## src/rtl/red_pitaya_dna_pkg.sv

```systemverilog
// red_pitaya_dna_pkg: shared constants and state type for the DNA_PORT readout sequencer
package red_pitaya_dna_pkg;
    localparam int DNA_W_DEF = 57;
    localparam logic [DNA_W_DEF-1:0] SIM_DNA_VALUE = 57'h0823456789ABCDE;
    typedef enum logic [1:0] {IDLE, LOAD, SHIFT} state_t;
endpackage

```

## src/rtl/red_pitaya_dna_phase.sv

```systemverilog
// red_pitaya_dna_phase: DNA clock divider with end-of-phase strobes, held low while disabled
module red_pitaya_dna_phase import red_pitaya_dna_pkg::*; #(
    parameter int CLK_DIV = 4
) (
    input  logic clk_i,
    input  logic rstn_i,
    input  logic en_i,
    output logic dna_clk_o,
    output logic low_last_o,
    output logic high_last_o
);
    logic [7:0] cnt_q, cnt_d;
    logic       hi_q, hi_d;
    logic       wrap;

    // count CLK_DIV cycles per half-period; disabling snaps back to the start of a low phase
    always_comb begin
        wrap  = cnt_q == 8'(CLK_DIV - 1);
        cnt_d = (en_i && !wrap) ? cnt_q + 8'd1 : 8'd0;
        hi_d  = en_i && (hi_q ^ wrap);
    end

    // divider state
    always_ff @(posedge clk_i or negedge rstn_i) begin
        if (!rstn_i) begin
            cnt_q <= 8'd0;
            hi_q  <= 1'b0;
        end else begin
            cnt_q <= cnt_d;
            hi_q  <= hi_d;
        end
    end

    assign dna_clk_o   = hi_q;
    assign low_last_o  = wrap && !hi_q;
    assign high_last_o = wrap && hi_q;
endmodule

```

## src/rtl/red_pitaya_dna_ctrl.sv

```systemverilog
// red_pitaya_dna_ctrl: DNA_PORT read/shift sequencer that deserialises the device identifier
module red_pitaya_dna_ctrl import red_pitaya_dna_pkg::*; #(
    parameter int DNA_W      = DNA_W_DEF,
    parameter int CLK_DIV    = 4,
    parameter bit AUTO_START = 1'b1
) (
    input  logic             clk_i,
    input  logic             rstn_i,
    input  logic             start_i,
    input  logic             dna_dout_i,
    output logic             dna_clk_o,
    output logic             dna_read_o,
    output logic             dna_shift_o,
    output logic             busy_o,
    output logic             done_o,
    output logic             valid_o,
    output logic [DNA_W-1:0] dna_o
);
    localparam int CW = $clog2(DNA_W);

    state_t             state_q, state_d;
    logic [CW-1:0]      bit_cnt_q, bit_cnt_d;
    logic [DNA_W-1:0]   shreg_q, shreg_d, dna_q, dna_d, sample;
    logic               busy_q, busy_d, done_q, done_d, valid_q, valid_d;
    logic               read_q, read_d, shift_q, shift_d, auto_q, auto_d;
    logic               low_last, high_last, go, fin;

    assign go  = state_q == IDLE && (start_i || auto_q);
    assign fin = state_q == SHIFT && low_last && bit_cnt_q == CW'(DNA_W - 1);

    red_pitaya_dna_phase #(.CLK_DIV(CLK_DIV)) u_phase (
        .clk_i       (clk_i),
        .rstn_i      (rstn_i),
        .en_i        (state_q != IDLE && !fin),
        .dna_clk_o   (dna_clk_o),
        .low_last_o  (low_last),
        .high_last_o (high_last)
    );

    // sequencing: one load period, then one sample per low phase, finishing on the last sample
    always_comb begin
        state_d   = state_q;
        bit_cnt_d = bit_cnt_q;
        shreg_d   = shreg_q;
        dna_d     = dna_q;
        busy_d    = busy_q;
        valid_d   = valid_q;
        read_d    = read_q;
        shift_d   = shift_q;
        done_d    = 1'b0;
        auto_d    = 1'b0;
        sample    = {shreg_q[DNA_W-2:0], dna_dout_i};
        case (state_q)
            IDLE: if (go) begin
                state_d = LOAD;
                busy_d  = 1'b1;
                valid_d = 1'b0;
                read_d  = 1'b1;
            end
            LOAD: if (high_last) begin
                state_d = SHIFT;
                read_d  = 1'b0;
                shift_d = 1'b1;
            end
            SHIFT: if (low_last) begin
                shreg_d   = sample;
                bit_cnt_d = fin ? '0 : bit_cnt_q + 1'b1;
                if (fin) begin
                    dna_d   = sample;
                    valid_d = 1'b1;
                    done_d  = 1'b1;
                    busy_d  = 1'b0;
                    shift_d = 1'b0;
                    state_d = IDLE;
                end
            end
            default: state_d = IDLE;
        endcase
    end

    // register state and every output
    always_ff @(posedge clk_i or negedge rstn_i) begin
        if (!rstn_i) begin
            state_q   <= IDLE;
            bit_cnt_q <= '0;
            shreg_q   <= '0;
            dna_q     <= '0;
            busy_q    <= 1'b0;
            done_q    <= 1'b0;
            valid_q   <= 1'b0;
            read_q    <= 1'b0;
            shift_q   <= 1'b0;
            auto_q    <= AUTO_START;
        end else begin
            state_q   <= state_d;
            bit_cnt_q <= bit_cnt_d;
            shreg_q   <= shreg_d;
            dna_q     <= dna_d;
            busy_q    <= busy_d;
            done_q    <= done_d;
            valid_q   <= valid_d;
            read_q    <= read_d;
            shift_q   <= shift_d;
            auto_q    <= auto_d;
        end
    end

    assign dna_read_o  = read_q;
    assign dna_shift_o = shift_q;
    assign busy_o      = busy_q;
    assign done_o      = done_q;
    assign valid_o     = valid_q;
    assign dna_o       = dna_q;
endmodule

```

## config.mk

```make
export PLATFORM = sky130hd
export DESIGN_NAME = red_pitaya_dna_ctrl
export DESIGN_NICKNAME = d
export VERILOG_FILES = /design/src/rtl/red_pitaya_dna_pkg.sv /design/src/rtl/red_pitaya_dna_phase.sv /design/src/rtl/red_pitaya_dna_ctrl.sv
export SDC_FILE = /design/constraint.sdc
export NUM_CORES = 1
export LEC_CHECK = 0
export ABC_CLOCK_PERIOD_IN_PS = 7900
export BUFFER_PORTS_ARGS = -buffer_cell sky130_fd_sc_hd__buf_2
export CORE_MARGIN = 2
export CORE_UTILIZATION = 62
export DETAILED_ROUTE_END_ITERATION = 10
export HOLD_SLACK_MARGIN = 0.03
export PLACE_DENSITY = 0.84
export SYNTH_ARGS = -nofsm -noshare
export SYNTH_HDL_FRONTEND = slang
export SYNTH_SLANG_ARGS = --single-unit
```

## constraint.sdc

```tcl
create_clock -name clk_i -period 7.9 [get_ports clk_i]
set_clock_uncertainty 0.1 [all_clocks]
set_input_delay 0.395 -clock clk_i [delete_from_list [all_inputs] [get_ports clk_i]]
set_output_delay 0.395 -clock clk_i [all_outputs]
set_load 0.005 [all_outputs]
```

; ---- After elaboration in Yosys (flattened, before gate mapping)
; Cells that the tools add are included.
[word_totals]
regBits = 136
in_bits = 4
output_inout_bits = 63
wordCells = 68
[classes]
addsub = 2
eq_ne = 8
muxes = 22
n_bitwise = 1
reduce_logical = 23
[ops]
columns = op, count
row1 = AND reduction 4 bit, 3
row2 = 2-to-1 mux 1 bit, 11
row3 = adder 8 x 1 -> 8 bit (second input constant), 1
row4 = == test 8 x 2 -> 1 bit (second input constant), 1
row5 = logical AND 1 bit, 8
row6 = 2-to-1 mux 2 bit, 4
row7 = 2-to-1 mux 8 bit, 1
row8 = != test 2 bit (second input constant), 4
row9 = case mux 1 bit (2 select lines), 4
row10 = nonzero test 2 bit, 4
row11 = adder 6 x 1 -> 6 bit (second input constant), 1
row12 = == test 6 bit (second input constant), 1
row13 = 2-to-1 mux 6 bit, 1
row14 = case mux 2 bit (3 select lines), 1
row15 = AND reduction 3 bit, 2
row16 = logical NOT 1 bit, 3
row17 = == test 2 x 1 -> 1 bit (second input constant), 1
row18 = == test 2 bit (second input constant), 1
row19 = logical NOT 2 bit, 1
row20 = AND reduction 2 bit, 1
row21 = logical OR 1 bit, 1
row22 = bitwise XOR 1 bit, 1

; ---- Depth between registers and ports, before layout
; Gate-level depths: netlist of the first run.
[depth]
word_depth = 8
mapped_depth = 10

; ---- Modules after synthesis
; From an unflattened synthesis of the first run, not the netlist that was laid out.
[unflattened]
hier_cells = 472
hier_area_um2 = 5381.4
[by_module_without_submodules]
columns = module, instances, cells_each, area_per_inst_um2
row1 = red_pitaya_dna_ctrl, 1, 428, 4941.0
row2 = red_pitaya_dna_phase, 1, 44, 440.4

; ---- Worst setup path after synthesis of the first run
; Ideal clock, no wire load.
[synth_timing]
kind = reg2reg
startpoint = register u_phase.cnt_q[2]
endpoint = register dna_q[18] (netlist: dna_o[18])
setup_ps = 125
arrival_time_ps = 2571
t_required_ps = 7675
path_slack_ps = 5104
path_stages_with_launch = 10
synth_period_minus_slack_ps = 2796
path_cell_list = dfrtp_1 or4_1 nor4_2 ha_1 nand3b_1 or3_4 clkinv_2 buf_12 buf_12 mux2_4
[synth_between]
elab_chain_cells = 5
[synth_rtl]
columns = element, line_no
row1 = from (decl), red_pitaya_dna_phase.sv:12  ; logic [7:0] cnt_q, cnt_d;
row2 = from (signal assigned), red_pitaya_dna_phase.sv:29  ; cnt_q <= cnt_d;
row3 = == test 8 x 2 -> 1 bit *, red_pitaya_dna_phase.sv:18  ; wrap = cnt_q == 8'(CLK_DIV - 1);
row4 = logical AND 1 bit *, red_pitaya_dna_phase.sv:35  ; assign low_last_o = wrap && !hi_q;
row5 = logical AND 1 bit (2 in a row), red_pitaya_dna_ctrl.sv:29  ; assign fin = state_q == SHIFT && low_last && bit_cnt_q == CW'(DNA_W - 1);
row6 = AND reduction 3 bit (no source line) *, -
row7 = to (signal assigned), red_pitaya_dna_ctrl.sv:98  ; dna_q <= dna_d;
row8 = to (decl), red_pitaya_dna_ctrl.sv:23  ; logic [DNA_W-1:0] shreg_q, shreg_d, dna_q, dna_d, sample;
; Mark *: on every way between the ends. The rest lies on a longest branch, timed or not.
; A chain may end at the register's enable or synchronous reset.

; ---- Worst setup path after layout of the first run
[layout_timing]
startpoint = register u_phase.cnt_q[2]
endpoint = register dna_q[4] (netlist: dna_o[4])
; The elaborated chain is that of the path after synthesis.

==> results of run 1 <==
-- kinds of logic after synthesis --
group	count (synthesis)
other cells	1
flops	136
fa+ha+maj	5
mux	57
simple gates	212
compound gates	25
xor+xnor	3
buf+inv	33
-- power breakdown --
part	internal [mW]	switching [mW]	total (mW)
logic	0.0411	0.0525	0.0935
registers	0.723	0.0327	0.756
clock network	0.473	0.292	0.766
-- per-layer routing --
layer | vias to the layer above | GRT usage, % | wire length [um]
li1 | 1678 | - | -
met1 | 1813 | 30.59 | 4623
met2 | 97 | 36.62 | 5300
met3 | 14 | 6.084 | 447
met4 | 0 | 9.615 | 148
met5 | - | 0 | 0
-- through the flow --
step	std cells	total power, mW	utilization [%]	instance area (um^2)
after CTS	661	1.624	74.49	6432
final	661	1.615	74.49	6432
after global routing	661	1.674	74.49	6432
after floorplan	472	0.8196	-	5489
after global placement	626	0.8504	67.40	5821
after detailed placement	626	0.8607	67.40	5821
-- flip-flops by register name, indices dropped and copies added, names as in the netlist, 2 cells and up --
register	flops
bit_cnt_q	6
dna_o	57
shreg_q	56
state_q	2
u_phase.cnt_q	8
-- repair_timing --
item                                   4_1_cts  5_1_grt
resized for setup                            0        0
endpoints found under the hold margin       73        0
hold buffers                                 3        0
-- worst paths after layout --
check                                      start     endpoint  slack, ns  cells after the start
worst max-delay path            u_phase.cnt_q[2]     dna_o[4]       3.83                      8
worst max register to register  u_phase.cnt_q[2]     dna_o[4]       3.83                      8
max in group asynchronous                 rstn_i     dna_o[4]       6.14                      3
worst min-delay path                      rstn_i    dna_o[29]       0.35                      2
min in group clk_i                   shreg_q[31]  shreg_q[32]       0.39                      2
worst min register to register       shreg_q[31]  shreg_q[32]       0.39                      2
-- layout by cell type, fill, tap and decap left out, drive strengths merged, types with 2 or more instances in the layout --
cell type    instances
inv                 10
a21oi                4
dlygate4sd3          3
o21ai                9
nand2              178
clkbuf              21
or4                  3
xor2                 2
nand3                5
buf                 68
clkinv               6
clkinvlp             4
mux2                57
or3                  5
nor2                10
a2bb2oi              2
nor3                 3
bufinv               2
ha                   5
dfrtp              135
nand4                2
-- area by class of cell --
| cell class | count | area share, % |
|---|---|---|
| Clock inverter | 11 | 1.906 |
| Multi-Input combinational cell | 303 | 29.33 |
| Sequential cell | 136 | 52.93 |
| Timing Repair Buffer | 71 | 5.933 |
| Inverter | 11 | 0.6613 |
| Tap cell | 108 | 2.101 |
| Clock buffer | 21 | 7.139 |
-- worst max-delay path, delay by kind of cell (launching register included) --
family                     cells  cell delay [ns]
DFF                            1             0.44
buffers and inverters          2             1.10
muxes                          1             0.42
adders and majority gates      1             0.30
and+or+nand+nor                4             1.50
==> results_dict.tcl, run 1 <==
set metrics [dict create \
    synth_top_area_share_pct 61.55 \
    leakagePower_nw 3.487 \
    fmax_mhz 246.0 \
    avgViaCountPerCell 5.449 \
    hold_slack_ns 0.3493 \
    seqCellArea_um2 3405 \
    clock_latency_ns 0.52 \
    place.gp.congestion 0.7887 \
    tightest_slew_ns 1.133 \
    synth_xor_area_share_pct 0.4787 \
    critPathArrivalTime_ns 4.36 \
    synth_top_flop_cell "dfrtp_1" \
    cp_slowest_cell "clkinv_2" \
    cp.required_ns 8.20 \
    crit_type "reg -> reg" \
    dieArea_um2 9622 \
    htreeDepth 4 \
    cts_root_buf "clkbuf_8" \
    fp.dieH_um 98.09 \
    p_per_area_nw_per_um2 251.1 \
    synth_nets 481 \
    hold_class "in -> async" \
    multi_input_area_um2 1887 \
    grt_pass1_vias 3536 \
    synthMuxAreaShare_pct 13.75 \
    place_ws_ns 3.851 \
    yosys-top-cells-count "178 x nand2_1, 135 x dfrtp_1, 30 x mux2_4" \
    layout.nets 549 \
    yosys.cell_count.top_type "nand2_1" \
    cts_tree "built" \
    area_growth_pct 17.19 \
    wl_per_cell_um 15.91 \
    hold_viol 0 \
    grt_pass1_wl_um 17320 \
    drt_pass1_iterations 4 \
    ir_drop_mv 0.1587 \
    synth_top_family_by_area "simple AND/OR/NAND/NOR gates" \
    maxSlewViolCount 0 \
    die_w_um 98.09 \
    drc 0 \
    max_stage_delay_ns 0.77 \
    synthAdderAreaFrac_pct 1.140 \
    synth_edf_count 0 \
    cp-end-kind "register" \
    maxCapViolCount 0 \
    synth_cells 472 \
    fill_cells 533 \
    syn_avg_cell_area_um2 11.63 \
    yosysWarnings 0 \
    initial_core_util_pct 63.56 \
    ant_nets 0 \
    period_needed_ns 4.065 \
    antenna_found_initial 0 \
    cts_sinks 136 \
    netlist_area_um2 5489 \
    rows 34 \
    hpwl_um 6106 \
    path_clk_slew_ns 0.06 \
    synth_compound_area_share_pct 2.986 \
    gr-total-overflow 0 \
    grt_usage_pct 23.07 \
    finalCritPeriodShare_pct 51.46 \
    synth_top_cell_by_area "dfrtp_1" \
    antennaDiodeCount 0 \
    outcome "completed" \
    yosys.area_share.simple_pct 15.93 \
    synth-async-reset-ratio_pct 100.0 \
    ys_seq_elements 136 \
    clockBufferDepth 2 \
    numCtsBuffers 17 \
    drive_above_1_share_pct 29.29 \
    finalWirelength_um 10520 \
    io_pins 67 \
    worstPathCellList "or4_1, nor4_2, ha_1, nand3b_1, buf_4, or3_4, clkinv_2, mux2_2" \
    synth_area_leaders "dfrtp_1 62%, nand2_1 12%, mux2_4 8.2%" \
    grt_max_degree 74 \
    port_buffers 66 \
    postCtsSetupBuffers 0 \
    tns_ns 0 \
    start_kind "register" \
    yosysSeqAreaShare_pct 62.02 \
    dr.first_iter.drc_count 223 \
    vias 3602 \
    setup_viol 0 \
    slew_headroom_pct 24.49 \
    rsz0062_at_grt "no" \
    synth_cell_type_count 42 \
    fin_ws_ns 3.835 \
    core-area_um2 8636 \
    critPathMaxFanout 65 \
]
No activity file was read; power rests on OpenSTA's default activity.
==> inputs of run 2 (changes only) <==
--- a/config.mk
+++ b/config.mk
@@ -5,13 +5,13 @@
 export SDC_FILE = /design/constraint.sdc
 export NUM_CORES = 1
 export LEC_CHECK = 0
-export ABC_CLOCK_PERIOD_IN_PS = 7900
+export ABC_CLOCK_PERIOD_IN_PS = 3300
 export BUFFER_PORTS_ARGS = -buffer_cell sky130_fd_sc_hd__buf_2
 export CORE_MARGIN = 2
-export CORE_UTILIZATION = 62
+export CORE_UTILIZATION = 52
 export DETAILED_ROUTE_END_ITERATION = 10
 export HOLD_SLACK_MARGIN = 0.03
-export PLACE_DENSITY = 0.84
+export PLACE_DENSITY = 0.75
 export SYNTH_ARGS = -nofsm -noshare
 export SYNTH_HDL_FRONTEND = slang
 export SYNTH_SLANG_ARGS = --single-unit
==> constraint.sdc (replaced) <==
create_clock -name clk_i -period 3.3 [get_ports clk_i]
set_clock_uncertainty 0.1 [all_clocks]
set_input_delay 0.165 -clock clk_i [delete_from_list [all_inputs] [get_ports clk_i]]
set_output_delay 0.165 -clock clk_i [all_outputs]
set_load 0.005 [all_outputs]
==> results_dict.tcl, run 2 (same netlist as run 1, synthesis figures left out) <==
set metrics [dict create \
    antennaDiodeCount 0 \
    layout.nets 557 \
    period_needed_ns 2.824 \
    rsz0062_at_grt "no" \
    die_w_um 106.7 \
    r2r_cells 8 \
    hold_viol 0 \
    slew_headroom_pct 45.53 \
    cts_root_buf "clkbuf_8" \
    fp.dieH_um 106.7 \
    maxSlewViolCount 0 \
    clock_latency_ns 0.51 \
    rows 37 \
    numCtsBuffers 17 \
    outcome "completed" \
    area_growth_pct 19.74 \
    finalCritPeriodShare_pct 85.59 \
    initial_core_util_pct 53.41 \
    crit_type "reg -> reg" \
    cp-end-kind "register" \
    grt_pass1_vias 3609 \
    wl_per_cell_um 14.45 \
    ir_drop_mv 0.3448 \
    cts_tree "built" \
    final_common_cell "nand2_1" \
    fmax_mhz 354.1 \
    port_buffers 66 \
    maxCapViolCount 0 \
    grt_usage_pct 19.75 \
    hpwl_um 6507 \
    cp_slowest_cell "or4_1" \
    postCtsSetupBuffers 0 \
    drc 0 \
    start_kind "register" \
    dr.first_iter.drc_count 169 \
    grt_max_degree 95 \
    grt_pass1_wl_um 17590 \
    clockBufferDepth 2 \
    tightest_slew_ns 0.8171 \
    fill_cells 784 \
    dieArea_um2 11390 \
    worstPathCellList "or4_1, nor4_2, ha_1, nand3b_1, or3_4, clkinv_2, buf_12, mux2_2" \
    gr-total-overflow 0 \
    avgViaCountPerCell 5.146 \
    core-area_um2 10280 \
    path_clk_slew_ns 0.06 \
    htreeDepth 4 \
    largest_reg_flops 57 \
    hold_class "in -> async" \
    drive_above_1_share_pct 30.48 \
    cts_sinks 136 \
    setup_viol 0 \
    io_pins 67 \
    leakagePower_nw 3.539 \
    power_mw 3.855 \
    place.gp.congestion 0.8012 \
    finalWirelength_um 10080 \
    vias 3587 \
    antenna_found_initial 0 \
    critPathArrivalTime_ns 3.11 \
    cp.required_ns 3.59 \
    drt_pass1_iterations 4 \
    p_per_area_nw_per_um2 586.5 \
    ant_nets 0 \
    final_cell_mix "178 x nand2_1, 135 x dfrtp_1, 65 x buf_2" \
    hold_slack_ns 0.2099 \
    critPathMaxFanout 29 \
    tns_ns 0 \
    max_stage_delay_ns 0.55 \
]
[run 2: cell count changes in the layout (fill, tap and decap cells not counted), sizes merged]
cell	change
buf	+8
inv	+3
clkbuf	-3
[run 2: worst paths after layout]
kind	from	end	slack, ns
worst max-delay path	u_phase.cnt_q[2]	dna_o[51]	0.48
worst min-delay path	rstn_i	busy_o	0.21
worst max register to register	u_phase.cnt_q[2]	dna_o[51]	0.48
worst min register to register	shreg_q[55]	shreg_q[55]	0.39
max in group asynchronous	rstn_i	shreg_q[4]	2.08
min in group clk_i	dna_dout_i	shreg_q[0]	0.34
[run 2: layout make-up]
type                    count  area, um^2  area share, %
flip-flops and latches    136        3405          51.80
multi-input cells         303        1887          28.71
repair buffers             79       491.7          7.481
clock buffers              18       427.9          6.511
clock inverters            14       148.9          2.265
inverters                  11       42.54         0.6472
well taps                 136       170.2          2.589
[run 2: timing repair]
item / CTS / global route
resized for setup: 0 / 0
hold buffers: 3 / 0
endpoints found under the hold margin: 97 / 0
[run 2: metrics by stage]
stage,cells,instance area (um^2),util (%),worst slack (ns)
3_5_place_dp,662,5966,58.05,0.4840
3_3_place_gp,662,5966,58.05,0.5513
4_1_cts,697,6573,63.95,0.4736
2_1_floorplan,472,5489,-,0.5043
6_report,697,6573,63.95,0.4756
5_1_grt,697,6573,63.95,0.3423
[run 2: worst max-delay path, delay by kind of cell, from the launching register on]
family / cells / cell delay (ns)
simple gates: 4 / 1.22
flops: 1 / 0.44
mux: 1 / 0.36
buf+inv: 2 / 0.32
fa+ha+maj: 1 / 0.24
[run 2: per-layer routing]
| layer | global-route usage [%] | vias to the layer above | share of wire, % |
|---|---|---|---|
| li1 | - | 1702 | - |
| met1 | 26.47 | 1785 | 45 |
| met2 | 31.57 | 92 | 50 |
| met3 | 4.195 | 8 | 4.5 |
| met4 | 8.071 | 0 | 1.1 |
| met5 | 0 | - | 0 |
[run 2: where the power goes]
part | switching (mW) | internal (mW)
Sequential | 0.0792 | 1.73
Combinational | 0.130 | 0.108
Clock | 0.708 | 1.10
==> inputs of run 3 (changes only) <==
--- a/config.mk
+++ b/config.mk
@@ -7,11 +7,12 @@
 export LEC_CHECK = 0
 export ABC_CLOCK_PERIOD_IN_PS = 3300
 export BUFFER_PORTS_ARGS = -buffer_cell sky130_fd_sc_hd__buf_2
+export CORE_ASPECT_RATIO = 1.5
 export CORE_MARGIN = 2
 export CORE_UTILIZATION = 52
 export DETAILED_ROUTE_END_ITERATION = 10
 export HOLD_SLACK_MARGIN = 0.03
-export PLACE_DENSITY = 0.75
+export PLACE_DENSITY_LB_ADDON = 0.3
 export SYNTH_ARGS = -nofsm -noshare
 export SYNTH_HDL_FRONTEND = slang
 export SYNTH_SLANG_ARGS = --single-unit
==> results_dict.tcl, run 3 (same netlist as run 1, synthesis figures left out) <==
set metrics [dict create \
    vias 3550 \
    gr-total-overflow 0 \
    numCtsBuffers 17 \
    finalCritPeriodShare_pct 88.40 \
    postCtsSetupBuffers 0 \
    htreeDepth 4 \
    area_growth_pct 19.65 \
    drc 0 \
    cp-end-kind "register" \
    outcome "completed" \
    wl_per_cell_um 14.25 \
    cts-resized-gates 0 \
    hold_viol 0 \
    leakagePower_nw 3.545 \
    place.gp.congestion 0.8190 \
    avgViaCountPerCell 5.064 \
    antennaDiodeCount 0 \
    port_buffers 66 \
    cts_root_buf "clkbuf_16" \
    period_needed_ns 2.917 \
    ant_nets 0 \
    use_met3_pct 5.503 \
    met2_usage_pct 30.48 \
    fmax_mhz 342.8 \
    dp_cells 666 \
    worstReg2RegStart "u_phase.cnt_q[2]" \
    initial_core_util_pct 53.86 \
    critPathMaxFanout 41 \
    dieArea_um2 11410 \
    drt_pass1_iterations 4 \
    dr.first_iter.drc_count 265 \
    largest_reg_flops 57 \
    cp.required_ns 3.49 \
    ir_drop_mv 0.4624 \
    grt.busiest_layer "met2" \
    hold_buffers 3 \
    slew_headroom_pct 30.98 \
    grt_pass1_vias 3590 \
    grt_pass1_wl_um 16940 \
    crit_type "reg -> reg" \
    finalWirelength_um 9991 \
    cts_sinks 136 \
    maxCapViolCount 0 \
    met1_usage_pct 25.00 \
    setup.worst_path.end "dna_o[9]" \
    grt_usage_pct 19.33 \
    io_pins 67 \
    path_clk_slew_ns 0.06 \
    rows 45 \
    maxSlewViolCount 0 \
    seqCellArea_um2 3405 \
    clock_latency_ns 0.41 \
    tns_ns 0 \
    start_kind "register" \
    clockBufferDepth 2 \
    hold_class "in -> async" \
    drive_above_1_share_pct 29.64 \
    final_cell_mix "178 x nand2_1, 135 x dfrtp_1, 65 x buf_2" \
    multi_input_area_um2 1887 \
    fill_cells 753 \
    cts_tree "built" \
    r2r_cells 8 \
    utilization_pct 64.44 \
    design_area_um2 6568 \
    core-area_um2 10190 \
    critPathArrivalTime_ns 3.11 \
    rsz0062_at_grt "no" \
    power_mw 3.973 \
    tightest_slew_ns 1.035 \
    rrSetupSlack_ns 0.38 \
    stdcell_count 701 \
    grt_max_degree 115 \
    hpwl_um 6291 \
    cp-startpoint "u_phase.cnt_q[2]" \
    p_per_area_nw_per_um2 605.0 \
    placed_area_um2 5927 \
    setup_viol 0 \
    die_w_um 87.89 \
    layout.nets 556 \
    fp.dieH_um 129.8 \
    antenna_found_initial 0 \
    rr_endpoint "dna_o[9]" \
    final_common_cell "nand2_1" \
]
run 3: cell types whose count changed in the layout (fill, tap and decap cells not counted), moves of 2 or more:
cell        delta
clkbuf_1       +4
clkinvlp_4     -2
inv_6          -3
buf_12         -3
clkbuf_8       +2
clkinv_4       -2
buf_4          +2
run 3: through the flow:
step	worst slack, ns	hold WS [ns]
6_report	0.3828	0.3179
5_1_grt	0.2313	0.4122
4_1_cts	0.3830	0.3878
3_5_place_dp	0.4104	0.2769
3_3_place_gp	0.5251	0.2728
2_1_floorplan	0.5043	-0.2306
run 3: cell type report:
| cell class | count | area share, % |
|---|---|---|
| Clock buffer | 25 | 7.544 |
| Inverter | 11 | 0.6477 |
| Tap cell | 141 | 2.686 |
| Sequential cell | 136 | 51.84 |
| Timing Repair Buffer | 78 | 6.801 |
| Clock inverter | 7 | 1.753 |
| Multi-Input combinational cell | 303 | 28.73 |
run 3: layer usage:
metal | up-vias | routed length, um
met1 | 1775 | 4380
li1 | 1693 | -
met2 | 67 | 5112
met3 | 15 | 333
met4 | 0 | 165
met5 | - | 0
run 3: power by group:
part	switching [mW]	leakage [nW]	internal [mW]	total, mW
clock	0.660	0.293	1.27	1.93
sequential	0.0791	1.86	1.73	1.81
combinational	0.128	1.39	0.108	0.236
run 3: worst max-delay path, stage by stage (launching register included):
cell      delay, ns
dfrtp_1        0.44
or4_1          0.56
nor4_2         0.24
ha_1           0.26
nand3b_1       0.10
or3_4          0.37
clkinv_2       0.08
buf_12         0.24
mux2_2         0.38
run 3: how the worst min path moves through the flow:
stage	start	to	slack, ns	cells after the start
2_1_floorplan	rstn_i	bit_cnt_q[0]	-0.23	0
3_3_place_gp	rstn_i	dna_o[54]	0.27	1
3_5_place_dp	rstn_i	dna_o[54]	0.28	1
4_1_cts	shreg_q[55]	shreg_q[55]	0.39	2
5_1_grt	shreg_q[24]	shreg_q[25]	0.41	2
6_report	rstn_i	dna_o[54]	0.32	2
